`config.mk`:
```
export PLATFORM = sky130hd
export DESIGN_NAME = serial_chunk_adder
export DESIGN_NICKNAME = d
export VERILOG_FILES = /design/src/rtl/serial_adder_pkg.sv /design/src/rtl/chunk_adder.sv /design/src/rtl/serial_chunk_adder.sv
export SDC_FILE = /design/constraint.sdc
export NUM_CORES = 1
export LEC_CHECK = 0
export ABC_AREA = 1
export ABC_CLOCK_PERIOD_IN_PS = 3050
export CAP_MARGIN = 10
export CELL_PAD_IN_SITES_DETAIL_PLACEMENT = 1
export CELL_PAD_IN_SITES_GLOBAL_PLACEMENT = 2
export CORE_MARGIN = 4
export CORE_UTILIZATION = 30
export DETAILED_ROUTE_END_ITERATION = 16
export PLACE_DENSITY_LB_ADDON = 0.1
export SYNTH_ARGS = -nofsm -noshare
export SYNTH_HDL_FRONTEND = slang
export SYNTH_SLANG_ARGS = --single-unit
```
`constraint.sdc`:
```
create_clock -name clk -period 3.05 [get_ports clk]
set_input_delay 0.61 -clock clk [delete_from_list [all_inputs] [get_ports clk]]
set_output_delay 0.61 -clock clk [all_outputs]
set_load 0.005 [all_outputs]
```
`src/rtl/serial_adder_pkg.sv`:
```
// Shared types for the serial chunk adder: FSM state encoding and index sizing.
package serial_adder_pkg;

  localparam int unsigned StateW = 2;

  typedef enum logic [StateW-1:0] {
    StIdle = 2'd0,
    StAdd  = 2'd1,
    StDone = 2'd2
  } state_e;

  // Chunk index width; a single-step adder still needs one bit.
  function automatic int unsigned idx_width(input int unsigned steps);
    return (steps > 1) ? $clog2(steps) : 1;
  endfunction

endpackage

```
`src/rtl/chunk_adder.sv`:
```
// Combinational CHUNK-bit ripple adder with carry in/out.
module chunk_adder #(
  parameter int unsigned CHUNK = 2
) (
  input  logic [CHUNK-1:0] x,
  input  logic [CHUNK-1:0] y,
  input  logic             cin,
  output logic [CHUNK-1:0] s,
  output logic             cout
);

  logic c;

  always_comb begin
    c = cin;
    s = '0;
    for (int i = 0; i < CHUNK; i++) begin
      s[i] = x[i] ^ y[i] ^ c;
      c    = (x[i] & y[i]) | (c & (x[i] ^ y[i]));
    end
    cout = c;
  end

endmodule

```
`src/rtl/serial_chunk_adder.sv`:
```
// Multi-cycle adder summing CHUNK bits per clock, LSB chunk first.
// Define SERIAL_ADDER_SUB_EN to add the 'sub' port (a - b via a + ~b + 1).
module serial_chunk_adder
  import serial_adder_pkg::*;
#(
  parameter int unsigned WIDTH = 8,
  parameter int unsigned CHUNK = 2
) (
  input  logic             clk,
  input  logic             rst_n,
  input  logic             start,
  input  logic [WIDTH-1:0] a,
  input  logic [WIDTH-1:0] b,
`ifdef SERIAL_ADDER_SUB_EN
  input  logic             sub,
`endif
  output logic             busy,
  output logic             done,
  output logic [WIDTH-1:0] sum,
  output logic             carry
);

  localparam int unsigned STEPS = WIDTH / CHUNK;
  localparam int unsigned IdxW  = idx_width(STEPS);
  localparam logic [IdxW-1:0] LastIdx = IdxW'(STEPS - 1);

  state_e           state_q;
  logic [WIDTH-1:0] a_q, b_q;
  logic [IdxW-1:0]  idx_q;
  logic             cin_q;

  logic [WIDTH-1:0] b_eff;
  logic             cin_init;
  logic             accept;
  logic [CHUNK-1:0] chunk_s;
  logic             chunk_cout;

`ifdef SERIAL_ADDER_SUB_EN
  assign b_eff    = sub ? ~b : b;
  assign cin_init = sub;
`else
  assign b_eff    = b;
  assign cin_init = 1'b0;
`endif

  // Starts arriving mid-operation are dropped; DONE accepts for back-to-back runs.
  assign accept = start && (state_q != StAdd);

  chunk_adder #(
    .CHUNK (CHUNK)
  ) u_chunk_adder (
    .x    (a_q[idx_q*CHUNK +: CHUNK]),
    .y    (b_q[idx_q*CHUNK +: CHUNK]),
    .cin  (cin_q),
    .s    (chunk_s),
    .cout (chunk_cout)
  );

  always_ff @(posedge clk or negedge rst_n) begin
    if (!rst_n) begin
      state_q <= StIdle;
      a_q     <= '0;
      b_q     <= '0;
      idx_q   <= '0;
      cin_q   <= 1'b0;
      busy    <= 1'b0;
      done    <= 1'b0;
      sum     <= '0;
      carry   <= 1'b0;
    end else if (accept) begin
      state_q <= StAdd;
      a_q     <= a;
      b_q     <= b_eff;
      idx_q   <= '0;
      cin_q   <= cin_init;
      sum     <= '0;
      busy    <= 1'b1;
      done    <= 1'b0;
    end else begin
      unique case (state_q)
        StIdle: begin
          done <= 1'b0;
        end
        StAdd: begin
          sum[idx_q*CHUNK +: CHUNK] <= chunk_s;
          cin_q                     <= chunk_cout;
          if (idx_q == LastIdx) begin
            carry   <= chunk_cout;
            busy    <= 1'b0;
            done    <= 1'b1;
            state_q <= StDone;
          end else begin
            idx_q <= idx_q + 1'b1;
          end
        end
        StDone: begin
          done    <= 1'b0;
          state_q <= StIdle;
        end
        default: begin
          busy    <= 1'b0;
          done    <= 1'b0;
          state_q <= StIdle;
        end
      endcase
    end
  end

endmodule

```
==> results of run 1 <==
## stage by stage
stage / hold WS (ps) / total power [W]
after global routing: 509 / 0.00230
after detailed placement: 465 / 0.00179
after CTS: 481 / 0.00211
after floorplan: 314 / 0.00149
after global placement: 454 / 0.00175
final: 479 / 0.00205
## power by group
part	total [W]	switching [W]	leakage (nW)	internal [W]
clock network	0.000306	0.000151	0.0410	0.000155
logic	0.000995	0.000597	0.586	0.000398
registers	0.000753	0.000143	0.409	0.000610
## critical path: cells and delay by family (launching register included)
family | cells | cell delay (ps)
flops | 1 | 550
compound gates | 1 | 210
simple gates | 5 | 430
buf+inv | 3 | 360
fa+ha+maj | 2 | 820
## sequential cells by signal (all words and copies together), names as in the netlist
| name | cells |
|---|---|
| carry | 1 |
| busy | 1 |
| sum | 8 |
| done | 1 |
| cin_q | 1 |
| idx_q | 2 |
| b_q | 8 |
| a_q | 8 |
| state_q | 2 |
## final timing paths
path,start,to,slack (ps),depth (start not counted)
max,idx_q[0],sum[3],620,11
min,b_q[6],b_q[6],480,2
max reg2reg,idx_q[0],sum[3],620,11
min reg2reg,b_q[6],b_q[6],480,2
max in group asynchronous,rst_n,a_q[7],2020,2
min in group asynchronous,rst_n,state_q[0],720,2
## synthesized netlist by cell type (all sizes together)
master | instances | area, um^2
fa | 2 | 40.0
nand3 | 36 | 180
ha | 4 | 50.1
dfrtp | 32 | 801
nand3b | 1 | 7.51
inv | 16 | 60.1
buf | 9 | 81.3
nor2 | 15 | 56.3
o211ai | 2 | 15.0
nand2 | 77 | 304
o21ai | 4 | 20.0
## layer usage
metal	track usage [%]	vias up	wire, um
met5	0	-	0
met4	4.56	0	59
met3	3.99	7	185
met2	23.6	27	2000
met1	16.5	640	1680
li1	-	675	-
## logic make-up (layout without fill, tap and decap cells)
kind of cell	count (synthesis)	count (layout)	synth area share (%)
flip-flops	32	32	49.6
adder cells (fa/ha/maj)	6	6	5.58
AND/OR/NAND/NOR	129	129	33.9
buffers and inverters	25	54	8.75
AO/OA/AOI/OAI	6	6	2.17
## area by class of cell
type / count / area (um^2) / area share, %
Clock buffer: 6 / 72.6 / 3.62
Clock inverter: 1 / 5.00 / 0.250
Inverter: 16 / 60.1 / 3.00
Timing Repair Buffer: 31 / 305 / 15.2
Tap cell: 70 / 87.6 / 4.37
Multi-Input combinational cell: 141 / 673 / 33.6
Sequential cell: 32 / 801 / 40.0
==> results.toml, run 1 <==
[run_status]
status = "complete, no violations"

[worst_setup_path]
arrival_ps = 2650
path_max_fanout = 16
max_stage_delay_ps = 550
cp_common_cell = "nand2_1"
start_kind = "flop"
crit_required_ps = 3270
crit_type = "flop to flop"
crit_path_cell_trace = "inv_2, o21ai_0, nand2_1, fa_1, inv_1, fa_1, inv_1, nand2_1, nor2_1, nand2_1, nand2_1"
crit_slowest_cell = "dfrtp_1"
cp-end-kind = "flop"

[layout]
fin_cells = 297
fin_util_pct = 38.8
mostFrequentLayoutCells = "75 x nand2_1, 36 x nand3_1, 32 x dfrtp_1, 29 x clkdlybuf4s50_1, 15 x nor2_1"
area_growth_syn_to_layout_pct = 24.1
layout-drive-gt1-share_pct = 5.29
fin_nets = 252
fillers = 637
diodes = 0
stdcell_area_um2 = 2000
layout_commonest_cell = "nand2_1"

[detailed_routing]
ant_nets = 0
route.detailed.drc = 0
routedWlPerCell_um = 13.2
via_per_inst = 4.54
drtIter0Drc = 45
wl_mm = 3.92
vias = 1349
first_pass_iters = 4

[floorplanning]
boundaryPins = 30
fp.dieW_um = 81.4
core_area_um2 = 5170
rows = 26
dieArea_um2 = 6620
die_height_um = 81.4
start_util_pct = 31.2

[grt]
grt.total_usage_pct = 13.8
overflow = 0
antenna_found_initial = 0
grt_max_degree = 33
grt_pass1_wl_mm = 6.84
grt_pass1_vias = 1452

[placed_design]
placed_cell_area_um2 = 1930
port_buffers = 29
place_inst = 290
gp_congestion = 0.721
dp_slack_ps = 594
dp_hpwl_mm = 2.94

[clocking]
postCtsSetupBuffers = 0
cts_tree = "built"
cts_hold_buf = 0
clkTransAtPathRegs_ps = 70
clockRootBuffer = "clkbuf_8"
insertion_delay_ps = 280
numCtsBuffers = 5
cts_htree_levels = 2
max-clock-path-buffers = 2
cts_resized = 0
cts_sinks = 32

[synth]
ys_warn_count = 0
synth_area_um2 = 1620
yosysSeqAreaShare_pct = 49.6
synth.avg_cell_area_um2 = 8.16
synth_seq_cells = 32
synth_nets = 223
yosysUniqueCellTypes = 15
syn_inst = 198

[pwr]
ir_drop_uv = 258
leakagePower_nw = 1.04
p_per_area_nw_per_um2 = 1020

[timing]
fin_crit_ps = 2430
finalSetupTns_ps = 0
max_slew_margin_pct = 72.6
tightest_slew_ps = 410
setup_ws_ps = 621
fmax_ghz = 0.412
final_hold_viol_count = 0
finalCritPeriodShare_pct = 79.6
clock_skew_ps = 6.86
rsz0062_at_grt = "false"
drv_slew = 0
setup_violations = 0

[flow_run]
maxCapViolations = 0

[worst_hold_path]
min_path_type = "flop to flop"
(Power assumes the default switching activity.)
==> run 2: changes to the inputs <==
ABC_CLOCK_PERIOD_IN_PS = 2000   (was 3050)
CORE_UTILIZATION = 27   (was 30)
clock period = 2 ns   (was 3.05 ns; I/O delays follow)
==> run 2 against run 1 <==
Compared with the run above:
- critical endpoint is now sum[5]
- via count rose by 5.4%
- the run now ends with setup timing left
- final cell count is 4.7% higher
- hold slack worse by 3.0 ps
- final area rose by 6.6%
- clock-buffer cell count up 2
==> results.toml, run 2 (synthesized netlist as in run 1, its figures left out) <==
[timing]
final_hold_viol_count = 0
setup_ws_ps = -117
fmax_ghz = 0.472
drv_slew = 0
setup_violations = 3
rsz0062_at_grt = "true"
clock_skew_ps = 6.08
finalCritPeriodShare_pct = 106
max_slew_margin_pct = 71.9
tightest_slew_ps = 422
hold_slack_ps = 476
fin_crit_ps = 2120

[detailed_routing]
vias = 1422
wl_mm = 4.12
route.detailed.drc = 0
routedWlPerCell_um = 13.3
via_per_inst = 4.57
drtIter0Drc = 27
first_pass_iters = 4
ant_nets = 0

[worst_setup_path]
rrSetupSlack_ps = -120
r2r_cells = 11
crit_required_ps = 2220
arrival_ps = 2340
critPathTopFamily = "adder cells"
cp_num_buf_inv = 3
crit_path_cell_trace = "clkinvlp_4, o21ai_2, nand2_1, fa_2, inv_2, fa_1, inv_1, nand2_2, nor2_2, nand2_1, nand2_1"
max_stage_delay_ps = 470
path_depth = 11
cp-end-kind = "flop"
cp_common_cell = "nand2_1"
crit_type = "flop to flop"
path_max_fanout = 6
crit_slowest_cell = "dfrtp_2"
r2r_start = "idx_q[0]"
r2r_end = "sum[5]"
start_kind = "flop"

[clocking]
cts_htree_levels = 2
numCtsBuffers = 5
clkTransAtPathRegs_ps = 70
cts_sinks = 32
max-clock-path-buffers = 2
clockRootBuffer = "clkbuf_8"
insertion_delay_ps = 280
cts_hold_buf = 0
cts_tree = "built"

[worst_hold_path]
holdPathEnd = "busy"
min_path_type = "flop to flop"
min_from = "busy"
min_delay_path_depth = 2

[floorplanning]
rows = 27
boundaryPins = 30
core_area_um2 = 5640
die_height_um = 85.3
dieArea_um2 = 7280
start_util_pct = 28.6
fp.dieW_um = 85.3

[grt]
grt_busiest_layer = "met2"
grt.total_usage_pct = 12.7
grt_pass1_vias = 1541
antenna_found_initial = 0
overflow = 0
grtUsageMet2_pct = 22.1
grt.met1_usage_pct = 14.8
grt_max_degree = 33
grt_pass1_wl_mm = 7.37
use_met3_pct = 3.30

[pwr]
p_seq_share_pct = 32.8
leakagePower_nw = 1.09
p_per_area_nw_per_um2 = 1630
clkPwrFrac_pct = 14.9
swShare_pct = 42.9
switchingPower_w = 0.00150
ir_drop_uv = 518
p_int_w = 0.00199
power_frac_comb_pct = 52.3
totalPowerFinal_w = 0.00349

[layout]
layout_commonest_cell = "nand2_1"
diodes = 0
area_growth_syn_to_layout_pct = 32.2
mostFrequentLayoutCells = "73 x nand2_1, 36 x nand3_1, 31 x dfrtp_1, 29 x clkdlybuf4s50_1"
fin_nets = 263
reg.largest.list = "a_q: 8 flops, b_q: 8 flops, sum: 8 flops"
layout-drive-gt1-share_pct = 14.6
fin_cells = 311

[run_status]
status = "complete, but fails checks"
violations = "setup timing"

[placed_design]
port_buffers = 29
gp_congestion = 0.793
dp_slack_ps = -172
place_inst = 299
dp_hpwl_mm = 3.08

[flow_run]
maxCapViolations = 0
run 2: how the worst max path moves through the flow:
stage / start / to / slack [ps]
6_report: idx_q[0] / sum[5] / -120
5_1_grt: idx_q[0] / sum[5] / -260
4_1_cts: idx_q[0] / sum[5] / -110
3_5_place_dp: idx_q[0] / sum[3] / -170
3_3_place_gp: idx_q[0] / sum[3] / -80
2_1_floorplan: idx_q[0] / sum[7] / -140
run 2: power groups by stage:
stage	logic [W]	registers, W	clock network [W]
CTS	0.00181	0.00115	0.000540
finish	0.00182	0.00114	0.000518
detailed placement	0.00174	0.00115	0
global placement	0.00166	0.00114	0
global route	0.00214	0.00119	0.000566
floorplan	0.00122	0.00108	0
run 2: final cells by class:
type | count | area (um^2)
Sequential cell | 32 | 802
Timing Repair inverter | 1 | 7.51
Multi-Input combinational cell | 141 | 703
Fill cell | 679 | 3510
Timing Repair Buffer | 41 | 380
Clock buffer | 8 | 90.1
Inverter | 16 | 62.6
Tap cell | 72 | 90.1
run 2: tightest hold or removal path: cells and delay by family, from the launching register on:
kind | cells | cell delay [ps]
flops | 1 | 350
simple gates | 2 | 100
run 2: repair_timing:
action | 4_1_cts | 5_1_grt
endpoints found under the setup margin | 4 | 4
resized for setup | 7 | 6
pin swaps | 3 | 6
setup buffers | 1 | 2
cloned | 1 | 0
run 2: through the flow:
step	setup TNS (ps)	utilization (%)	cell area [um^2]
after floorplan	-362	-	1620
after global placement	-215	35.2	1990
after detailed placement	-507	35.2	1990
after CTS	-322	37.3	2100
after global routing	-899	37.9	2140
final	-313	37.9	2140
run 2: layer usage:
metal  vias up  share of wire [%]
li1        698                  -
met1       689                 44
met2        28                 50
met3         7                4.2
met4         0                1.9
met5         -                  0
